===== src/rtl/alu_shift_seq.sv =====
// alu_shift_seq: sequences one CB-class shift/rotate request through the ALU
// shifter. It drives the load/shift/result controls and captures the result and
// flags, then returns them on a valid/ready response port.
// SWAP is executed as SWAP_PASSES chained RLC passes through the shifter.
//
//   state  | meaning
//   -------+------------------------------------------------------------
//   IDLE   | req_ready high, waiting for a request
//   LOAD   | operand on alu_bus, ALU latches loaded, shift-out bit captured
//   RES    | shifter result read back into operand reg, Z captured
//   DONE   | resp_valid high, holding result/flags until resp_ready
module alu_shift_seq #(
  parameter int SWAP_PASSES = 4
) (
  input  logic       clk,
  input  logic       reset,
  input  logic       req_valid,
  output logic       req_ready,
  input  logic [2:0] req_op,
  input  logic [7:0] req_operand,
  input  logic       req_carry,
  input  logic       flush,
  output logic [7:0] alu_bus,
  output logic       alu_ld,
  output logic       alu_sh_oe,
  output logic       alu_res_oe,
  output logic       alu_si,
  output logic       alu_dir_r,
  input  logic       alu_shift_out,
  input  logic [7:0] alu_result,
  input  logic       alu_zero,
  output logic       resp_valid,
  input  logic       resp_ready,
  output logic [7:0] resp_result,
  output logic [3:0] resp_flags
);

  localparam int PASS_W = (SWAP_PASSES > 2) ? $clog2(SWAP_PASSES) : 1;
  localparam logic [PASS_W-1:0] LAST_PASS = PASS_W'(SWAP_PASSES - 1);

  localparam logic [1:0] S_IDLE = 2'd0;
  localparam logic [1:0] S_LOAD = 2'd1;
  localparam logic [1:0] S_RES  = 2'd2;
  localparam logic [1:0] S_DONE = 2'd3;

  localparam logic [2:0] OP_RLC  = 3'd0;
  localparam logic [2:0] OP_RRC  = 3'd1;
  localparam logic [2:0] OP_RL   = 3'd2;
  localparam logic [2:0] OP_RR   = 3'd3;
  localparam logic [2:0] OP_SLA  = 3'd4;
  localparam logic [2:0] OP_SRA  = 3'd5;
  localparam logic [2:0] OP_SWAP = 3'd6;
  localparam logic [2:0] OP_SRL  = 3'd7;

  logic [1:0]        state_q, state_d;
  logic [2:0]        op_q, op_d;
  logic [7:0]        opnd_q, opnd_d;
  logic              cin_q, cin_d;
  logic              c_q, c_d;
  logic              z_q, z_d;
  logic [PASS_W-1:0] pass_q, pass_d;

  logic              in_alu;
  logic              shift_si;
  logic              shift_dir_r;

  // Next-state and datapath capture; flush overrides every transition.
  always_comb begin
    state_d = state_q;
    op_d    = op_q;
    opnd_d  = opnd_q;
    cin_d   = cin_q;
    c_d     = c_q;
    z_d     = z_q;
    pass_d  = pass_q;
    case (state_q)
      S_IDLE: begin
        if (req_valid && !flush) begin
          op_d    = req_op;
          opnd_d  = req_operand;
          cin_d   = req_carry;
          c_d     = 1'b0;
          z_d     = 1'b0;
          pass_d  = '0;
          state_d = S_LOAD;
        end
      end
      S_LOAD: begin
        c_d     = alu_shift_out;
        state_d = S_RES;
      end
      S_RES: begin
        opnd_d = alu_result;
        z_d    = alu_zero;
        if (op_q == OP_SWAP && pass_q != LAST_PASS) begin
          pass_d  = pass_q + PASS_W'(1);
          state_d = S_LOAD;
        end else begin
          state_d = S_DONE;
        end
      end
      S_DONE: begin
        if (resp_ready) state_d = S_IDLE;
      end
      default: state_d = S_IDLE;
    endcase
    if (flush) begin
      state_d = S_IDLE;
      pass_d  = '0;
    end
  end

  // Sequencer state and captured operand/flags; reset discards everything.
  always_ff @(posedge clk or posedge reset) begin
    if (reset) begin
      state_q <= S_IDLE;
      op_q    <= 3'd0;
      opnd_q  <= 8'd0;
      cin_q   <= 1'b0;
      c_q     <= 1'b0;
      z_q     <= 1'b0;
      pass_q  <= '0;
    end else begin
      state_q <= state_d;
      op_q    <= op_d;
      opnd_q  <= opnd_d;
      cin_q   <= cin_d;
      c_q     <= c_d;
      z_q     <= z_d;
      pass_q  <= pass_d;
    end
  end

  // Shift-in bit and direction per opcode; the operand reg only changes at the
  // end of RES, so these hold their LOAD values through RES.
  always_comb begin
    shift_si    = 1'b0;
    shift_dir_r = 1'b0;
    case (op_q)
      OP_RLC:  begin shift_si = opnd_q[7]; shift_dir_r = 1'b0; end
      OP_RRC:  begin shift_si = opnd_q[0]; shift_dir_r = 1'b1; end
      OP_RL:   begin shift_si = cin_q;     shift_dir_r = 1'b0; end
      OP_RR:   begin shift_si = cin_q;     shift_dir_r = 1'b1; end
      OP_SLA:  begin shift_si = 1'b0;      shift_dir_r = 1'b0; end
      OP_SRA:  begin shift_si = opnd_q[7]; shift_dir_r = 1'b1; end
      OP_SWAP: begin shift_si = opnd_q[7]; shift_dir_r = 1'b0; end
      OP_SRL:  begin shift_si = 1'b0;      shift_dir_r = 1'b1; end
      default: begin shift_si = 1'b0;      shift_dir_r = 1'b0; end
    endcase
  end

  // ALU control and response outputs decoded from state; all quiet outside use.
  always_comb begin
    in_alu      = (state_q == S_LOAD) || (state_q == S_RES);
    req_ready   = (state_q == S_IDLE);
    alu_bus     = in_alu ? opnd_q : 8'd0;
    alu_si      = in_alu & shift_si;
    alu_dir_r   = in_alu & shift_dir_r;
    alu_ld      = (state_q == S_LOAD);
    alu_sh_oe   = (state_q == S_LOAD);
    alu_res_oe  = (state_q == S_RES);
    resp_valid  = (state_q == S_DONE);
    resp_result = resp_valid ? opnd_q : 8'd0;
    // SWAP reports C=0 regardless of the bit rotated out on the last pass.
    resp_flags  = resp_valid ? {z_q, 1'b0, 1'b0, c_q & (op_q != OP_SWAP)} : 4'd0;
  end

endmodule


===== config.mk =====
export PLATFORM = sky130hd
export DESIGN_NAME = alu_shift_seq
export DESIGN_NICKNAME = d
export VERILOG_FILES = /design/src/rtl/alu_shift_seq.sv
export SDC_FILE = /design/constraint.sdc
export NUM_CORES = 1
export LEC_CHECK = 0
export BUFFER_PORTS_ARGS = -buffer_cell sky130_fd_sc_hd__buf_4
export CORE_MARGIN = 2
export CORE_UTILIZATION = 40
export DETAILED_ROUTE_END_ITERATION = 10
export GPL_ROUTABILITY_DRIVEN = 0
export GPL_TIMING_DRIVEN = 0
export PLACE_DENSITY = 0.78
export SYNTH_ARGS = -nofsm -noshare
export SYNTH_HDL_FRONTEND = slang
export SYNTH_SLANG_ARGS = --single-unit

===== constraint.sdc =====
create_clock -name clk -period 5.7 [get_ports clk]
set_input_delay 0.57 -clock clk [delete_from_list [all_inputs] [get_ports clk]]
set_output_delay 0.57 -clock clk [all_outputs]
set_load 0.02 [all_outputs]

# Word-level counts from Yosys, hierarchy flattened
# Cells that the tools add are included.
# Widths: inputs -> output; s select.
# totals
in_bits,27
rom_bits,0
ram_bits,0
latch_bits,0
memories,0
ff_bits,18
word_cells,65
# classes
reduce_logical,19
div,0
n_mul,0
n_addsub,1
n_bitwise,3
n_shift,0
n_lt_le_gt_ge,0
muxes,19
n_eq_ne,16
# ops
op,count
$mux 8,3
$pmux 8 s2,1
$mux 2,7
$eq 3x3->1 const B,4
$pmux 2 s4,1
$reduce_and 2->1,4
$reduce_or 4->1,2
$eq 3x2->1 const B,2
$ne 3x2->1 const B,2
$pmux 1 s2,3
$eq 2x2->1 const B,2
$mux 4,1
$pmux 1 s4,1
$pmux 2 s2,1
$reduce_bool 2->1,2
$reduce_or 2->1,2
$and 1x1->1,3
$eq 3x1->1 const B,1
$logic_not 3->1,1
$ne 3x1->1 const B,1
$ne 3x3->1 const B,1
$reduce_and 3->1,1
$reduce_bool 3->1,1
$reduce_or 3->1,1
9 further kinds,10

# Depth between registers and ports, before layout
# Gate-level depths: netlist of run 1.
# depth
word_depth,5
mapped_depth,5
depth_no_buf,5

# Least setup slack after synthesis of run 1
# Ideal clock, no wire load.
# synth_timing
kind,register -> output
startpoint,register state_q[0]
endpoint,output resp_flags[0]
arrival_time_ps,1402
stages_incl_launch_ff,5
path_slack_ps,3728
required_time_ps,5130
cell_sequence,dfrtp_1 -> ha_1 -> clkbuf_1 -> nand2_1 -> a31oi_1
# synth_between
elab_chain_cells,2
# synth_lines
item,line,rtl
"start, declared",55,"logic [1:0] state_q, state_d;"
"start signal, assigned",124,state_q <= state_d;
$eq 2x2->1,162,resp_valid = (state_q == S_DONE);
via resp_valid,32,"output logic resp_valid,"
$mux 4,165,"resp_flags = resp_valid ? {z_q, 1'b0, 1'b0, c_q & (op_q != OP_SWAP)} : 4'd0;"
"end, declared",35,output logic [3:0] resp_flags
# The timed path passes the listed nets, and every way through them passes these cells.

# Worst setup path after layout of run 1
# layout_timing
startpoint,register state_q[0]
endpoint,output resp_flags[0]
# layout_between
elab_chain_cells,2
# layout_lines
item,line
$eq 2x2->1,162
$mux 4,165
# Every way passes these cells.

==> impl_metrics.yaml, run 1 <==
synth:
  syn_avg_cell_area_sq_um: 10.5
  ys_seq_area_share_pct: 38.9
  synth-edff-count: 0
  syn_area_sq_mm: 0.00116
  ys.flop_type: "dfrtp_1"
  synth_cell_type_count: 27
  synthCells: 110
  synth_seq_cells: 18
  async_reset_ff_share_pct: 100
  ys.warnings.count: 0
cts:
  cts_tree: "yes"
  cts_buffer_depth: 2
  cts.reportedPaths.clkPinSlew_ps: 110
  cts_sinks: 18
  cts-root-buf: "clkbuf_4"
  htreeDepth: 1
  clock_latency_ps: 290
  cts_setup_buffers: 0
  cts.repair.resized: 0
  numCtsBuffers: 3
  hold_buffers: 0
timing:
  relSlewSlack_pct: 52.7
  fin_tns_setup_ps: 0
  finalSetupViolCount: 0
  hold_viol: 0
  tightest_slew_ps: 709
  setup_ws_ps: 3350
  worst_hold_slack_ps: 377
  max_freq_ghz: 0.425
  min_period_over_period_pct: 41.3
  final_max_slew_viol_count: 0
  grt_setup_unrepaired: "false"
  period_minus_slack_ps: 2350
  finClkSkew_ps: 5.24
critical_path:
  reg2reg_depth: 5
  crit_required_ps: 5130
  arrival_ps: 1780
  worstReg2RegEnd: "opnd_q[4]"
  startpoint_type: "flop"
  regToRegStartpoint: "state_q[0]"
  slowest_delay_ps: 510
  endpoint_kind: "output pin"
  crit_type: "flop to output pin"
  cp_max_fo: 10
  worst_path_max_delay_cell: "dfrtp_1"
  r2r_slack_ps: 3550
  crit_chain: "ha_1, clkbuf_1, nand2_1, a31oi_1, buf_4"
grt:
  grt_pass1_vias: 1088
  grt_pass1_wl_um: 4670
  grt-ovfl-total: 0
  grt_max_degree: 19
  antenna_found_initial: 0
  grt_usage_pct: 18.0
detailed_routing:
  vias: 1018
  drt_iter0_drc: 9
  wl_per_cell_um: 13.8
  finalWirelength_um: 2730
  drc: 0
  ant_nets: 0
  drtPass1Iterations: 4
  viasPerCell: 5.17
placed_design:
  place_area_sq_mm: 0.00158
  pre_cts_slack_ps: 3550
  io_buffers: 51
  hpwlAfterDp_um: 2180
power:
  pwr_density_cell_mw_per_mm2: 288
  ir_drop_v: 0.000200
  leakagePower_nw: 0.778
run:
  cap_violations: 0
finish:
  layout.nets: 199
  design_area_sq_mm: 0.00162
  layout-drive-gt1-share_pct: 49.4
  area_growth_pct: 39.8
  n_fill_cell: 248
  post-route-util_pct: 58.8
  antenna_cells: 0
run_status:
  status: "finished, final reports clean"
floorplan:
  core_area_sq_mm: 0.00276
  die_h_um: 57.8
  die_area_sq_mm: 0.00334
  start_util_pct: 42.0
  row_count: 19
  die_w_um: 57.8
  ioPinCount: 54
worst_hold_path:
  hp-class: "input port to async pin"
[cell usage in the layout (no fill, tap or decap)]
| cell | n |
|---|---|
| a21bo_2 | 1 |
| a21oi_1 | 2 |
| a31o_2 | 1 |
| a31oi_1 | 4 |
| and2_1 | 18 |
| buf_4 | 54 |
| clkbuf_1 | 2 |
| clkbuf_4 | 3 |
| clkbuf_8 | 1 |
| conb_1 | 2 |
| dfrtp_1 | 18 |
| ha_1 | 5 |
| inv_1 | 6 |
| mux2_2 | 20 |
| mux2i_1 | 1 |
| nand2_1 | 4 |
| nand2b_1 | 2 |
| nand3_1 | 3 |
| nand3b_1 | 1 |
| nand4bb_4 | 1 |
| nor2_1 | 2 |
| nor2b_1 | 3 |
| nor3b_1 | 1 |
| o211a_1 | 1 |
| o21ai_0 | 4 |
| o21ai_2 | 1 |
| o32ai_1 | 1 |
| or3_1 | 1 |
| or4_1 | 3 |
[critical path, delay by kind of cell, from the launching register on]
kind	cells	cell delay (ps)
flip-flops	1	510
AO/OA/AOI/OAI	1	160
buffers and inverters	2	500
adder cells (fa/ha/maj)	1	230
AND/OR/NAND/NOR	1	100
[logic make-up after synthesis]
logic type                 after synthesis  share of synthesized area, %
and+or+nand+nor                         39                          21.8
muxes                                   21                          20.3
other                                    1                         0.324
AOI/OAI and AO/OA                       15                          8.75
buffers and inverters                   11                          4.54
adders and majority gates                5                          5.40
DFF                                     18                          38.9
[sequential cells by signal (all words and copies together) (netlist names)]
signal and cells:
opnd_q 8, op_q 3, pass_q 2, state_q 2
c_q 1, cin_q 1, z_q 1
[cells in the mapped netlist (2+ instances only)]
master | n | area, sq um
o21ai_0 | 4 | 20.0
and2_1 | 18 | 113
nand3_1 | 3 | 15.0
mux2_2 | 20 | 225
nor2b_1 | 3 | 18.8
ha_1 | 5 | 62.6
or4_1 | 3 | 22.5
nand2_1 | 4 | 15.0
inv_1 | 6 | 22.5
nor2_1 | 2 | 7.51
a31oi_1 | 4 | 25.0
clkbuf_1 | 2 | 7.51
a21oi_1 | 2 | 10.0
dfrtp_1 | 18 | 450
buf_4 | 3 | 22.5
nand2b_1 | 2 | 12.5
[per-layer routing]
layer | track usage [%] | up-vias | wire (um)
li1 | - | 491 | -
met1 | 20.6 | 477 | 1070
met2 | 30.7 | 44 | 1410
met3 | 5.13 | 6 | 201
met4 | 9.30 | 0 | 48
met5 | 0 | - | 0
[power breakdown]
| group | switching (mW) | total [mW] | internal (mW) |
|---|---|---|---|
| Sequential | 0.0332 | 0.195 | 0.162 |
| Clock | 0.0418 | 0.0807 | 0.0389 |
| Combinational | 0.0879 | 0.191 | 0.103 |
[how the worst max path moves through the flow]
stage | slack, ps | end | cells after the start | start
3_5_place_dp | 3550 | opnd_q[1] | 5 | state_q[0]
5_1_grt | 3180 | resp_flags[0] | 5 | state_q[0]
2_1_floorplan | 3730 | resp_flags[0] | 4 | state_q[0]
3_3_place_gp | 3620 | opnd_q[4] | 5 | state_q[0]
4_1_cts | 3320 | resp_flags[0] | 5 | state_q[0]
6_report | 3350 | resp_flags[0] | 5 | state_q[0]
[final cells by class]
cell class / count / area [sq um] / share of cell area [%]
multi-input combinational: 82 / 659 / 40.7
sequential: 18 / 450 / 27.8
timing repair buffer: 51 / 383 / 23.6
tap: 31 / 38.8 / 2.39
clock buffer: 4 / 36.3 / 2.24
buffer: 5 / 30.0 / 1.85
inverter: 6 / 22.5 / 1.39
[per-stage QoR]
stage | power (mW) | cells
2_1_floorplan | 0.315 | 111
3_3_place_gp | 0.382 | 193
3_5_place_dp | 0.391 | 193
4_1_cts | 0.472 | 197
5_1_grt | 0.498 | 197
6_report | 0.466 | 197
Note: power is estimated with default switching activity, not from simulation.
==> inputs of run 2 (changes only) <==
Settings changed: PLACE_DENSITY 0.78 to 0.81.
Clock period 5.7 ns to 2.15 ns, I/O delays scaled along.
==> impl_metrics.yaml, run 2 (same netlist as run 1, synthesis figures left out) <==
detailed_routing:
  drt_iter0_drc: 10
  vias: 1032
  wl_per_cell_um: 13.6
  ant_nets: 0
  drtPass1Iterations: 4
  drc: 0
  finalWirelength_um: 2680
  viasPerCell: 5.24
critical_path:
  endpoint_kind: "flop"
  crit_type: "flop to flop"
  crit_required_ps: 2330
  cp_max_fo: 9
  arrival_ps: 2200
  startpoint_type: "flop"
floorplan:
  die_area_sq_mm: 0.00334
  die_h_um: 57.8
  core_area_sq_mm: 0.00276
  row_count: 19
  die_w_um: 57.8
  start_util_pct: 42.0
  ioPinCount: 54
cts:
  cts_setup_buffers: 0
  numCtsBuffers: 3
  clock_latency_ps: 290
  cts-root-buf: "clkbuf_4"
  htreeDepth: 1
  cts_sinks: 18
  cts.reportedPaths.clkPinSlew_ps: 110
  cts_buffer_depth: 2
  cts_tree: "yes"
grt:
  grt_pass1_vias: 1016
  grt-ovfl-total: 0
  grt_usage_pct: 16.7
  antenna_found_initial: 0
  grt_pass1_wl_um: 4360
  grt_max_degree: 19
timing:
  min_period_over_period_pct: 93.7
  final_max_slew_viol_count: 0
  finalSetupViolCount: 0
  tightest_slew_ps: 691
  fin_tns_setup_ps: 0
  relSlewSlack_pct: 53.9
  hold_viol: 0
  setup_ws_ps: 135
  worst_hold_slack_ps: 23.0
  grt_setup_unrepaired: "false"
  max_freq_ghz: 0.496
  period_minus_slack_ps: 2010
  finClkSkew_ps: 1.19
finish:
  regArea_sq_um: 450
  top_regs: "opnd_q (8), op_q (3)"
  layout.nets: 199
  layout-drive-gt1-share_pct: 50.0
  antenna_cells: 0
  largest_register_ff_count: 8
  multiInputGateArea_sq_um: 659
  design_area_sq_mm: 0.00162
  stdcell_count: 197
  n_fill_cell: 252
  area_growth_pct: 40.0
  largest-register: "opnd_q"
  most-common-layout-cells: "54 x buf_4, 20 x mux2_2, 18 x and2_1, 18 x dfrtp_1, 6 x inv_1"
  layout_commonest_cell: "buf_4"
placed_design:
  hpwlAfterDp_um: 2090
  dp_cells: 193
  place_area_sq_mm: 0.00158
  pre_cts_slack_ps: -26.3
  io_buffers: 51
worst_hold_path:
  hp-class: "input port to async pin"
power:
  pwr_density_cell_mw_per_mm2: 761
  ir_drop_v: 0.000465
  leakagePower_nw: 0.782
run:
  cap_violations: 0
run_status:
  status: "finished, final reports clean"
run 2: cell count changes in the layout (fill, tap and decap cells not counted):
cell and delta:
clkbuf_2 +1, clkbuf_1 -1
run 2: layer usage:
layer | track usage (%) | vias to the layer above | part of all wire (%)
met1 | 20.2 | 489 | 42
met3 | 2.90 | 4 | 6.1
li1 | - | 494 | -
met2 | 28.4 | 45 | 51
met4 | 8.31 | 0 | 1.0
met5 | 0 | - | 0
run 2: final cells by class:
cell class                      instances  share of cell area [%]
Multi-Input combinational cell         82                    40.7
Sequential cell                        18                    27.8
Timing Repair Buffer                   51                    23.6
Tap cell                               31                    2.39
Clock buffer                            4                    2.24
Buffer                                  5                    1.93
Inverter                                6                    1.39
run 2: worst paths after layout:
path                            start    endpoint  slack (ps)  depth (start not counted)
setup / recovery           state_q[0]   opnd_q[4]         140                          5
hold / removal                  reset   opnd_q[2]          20                          2
setup reg to reg           state_q[0]   opnd_q[4]         140                          5
hold reg to reg             opnd_q[1]   opnd_q[1]         530                          1
max in group asynchronous       reset   pass_q[1]        1690                          2
min in group clk                flush  state_q[1]         100                          2
run 2: worst max-delay path: stages (launching register included):
cell	delay (ps)
dfrtp_1	480
inv_1	130
ha_1	270
nand3b_1	300
o21ai_2	320
mux2_2	400
run 2: repair_timing:
item                       4_1_cts  5_1_grt
hold buffers                     0        0
gates resized for setup          1        0
setup endpoints to repair        6        0
run 2: through the flow:
step	power, mW	utilization, %
floorplan	0.834	-
global placement	1.01	57.4
detailed placement	1.03	57.4
CTS	1.24	58.8
global route	1.30	58.8
finish	1.23	58.8
run 2: report_power, final:
group	leakage [nW]	switching [mW]	internal, mW
Combinational	0.539	0.232	0.273
Sequential	0.222	0.0892	0.429
Clock	0.0210	0.108	0.103
Total	0.782	0.429	0.804
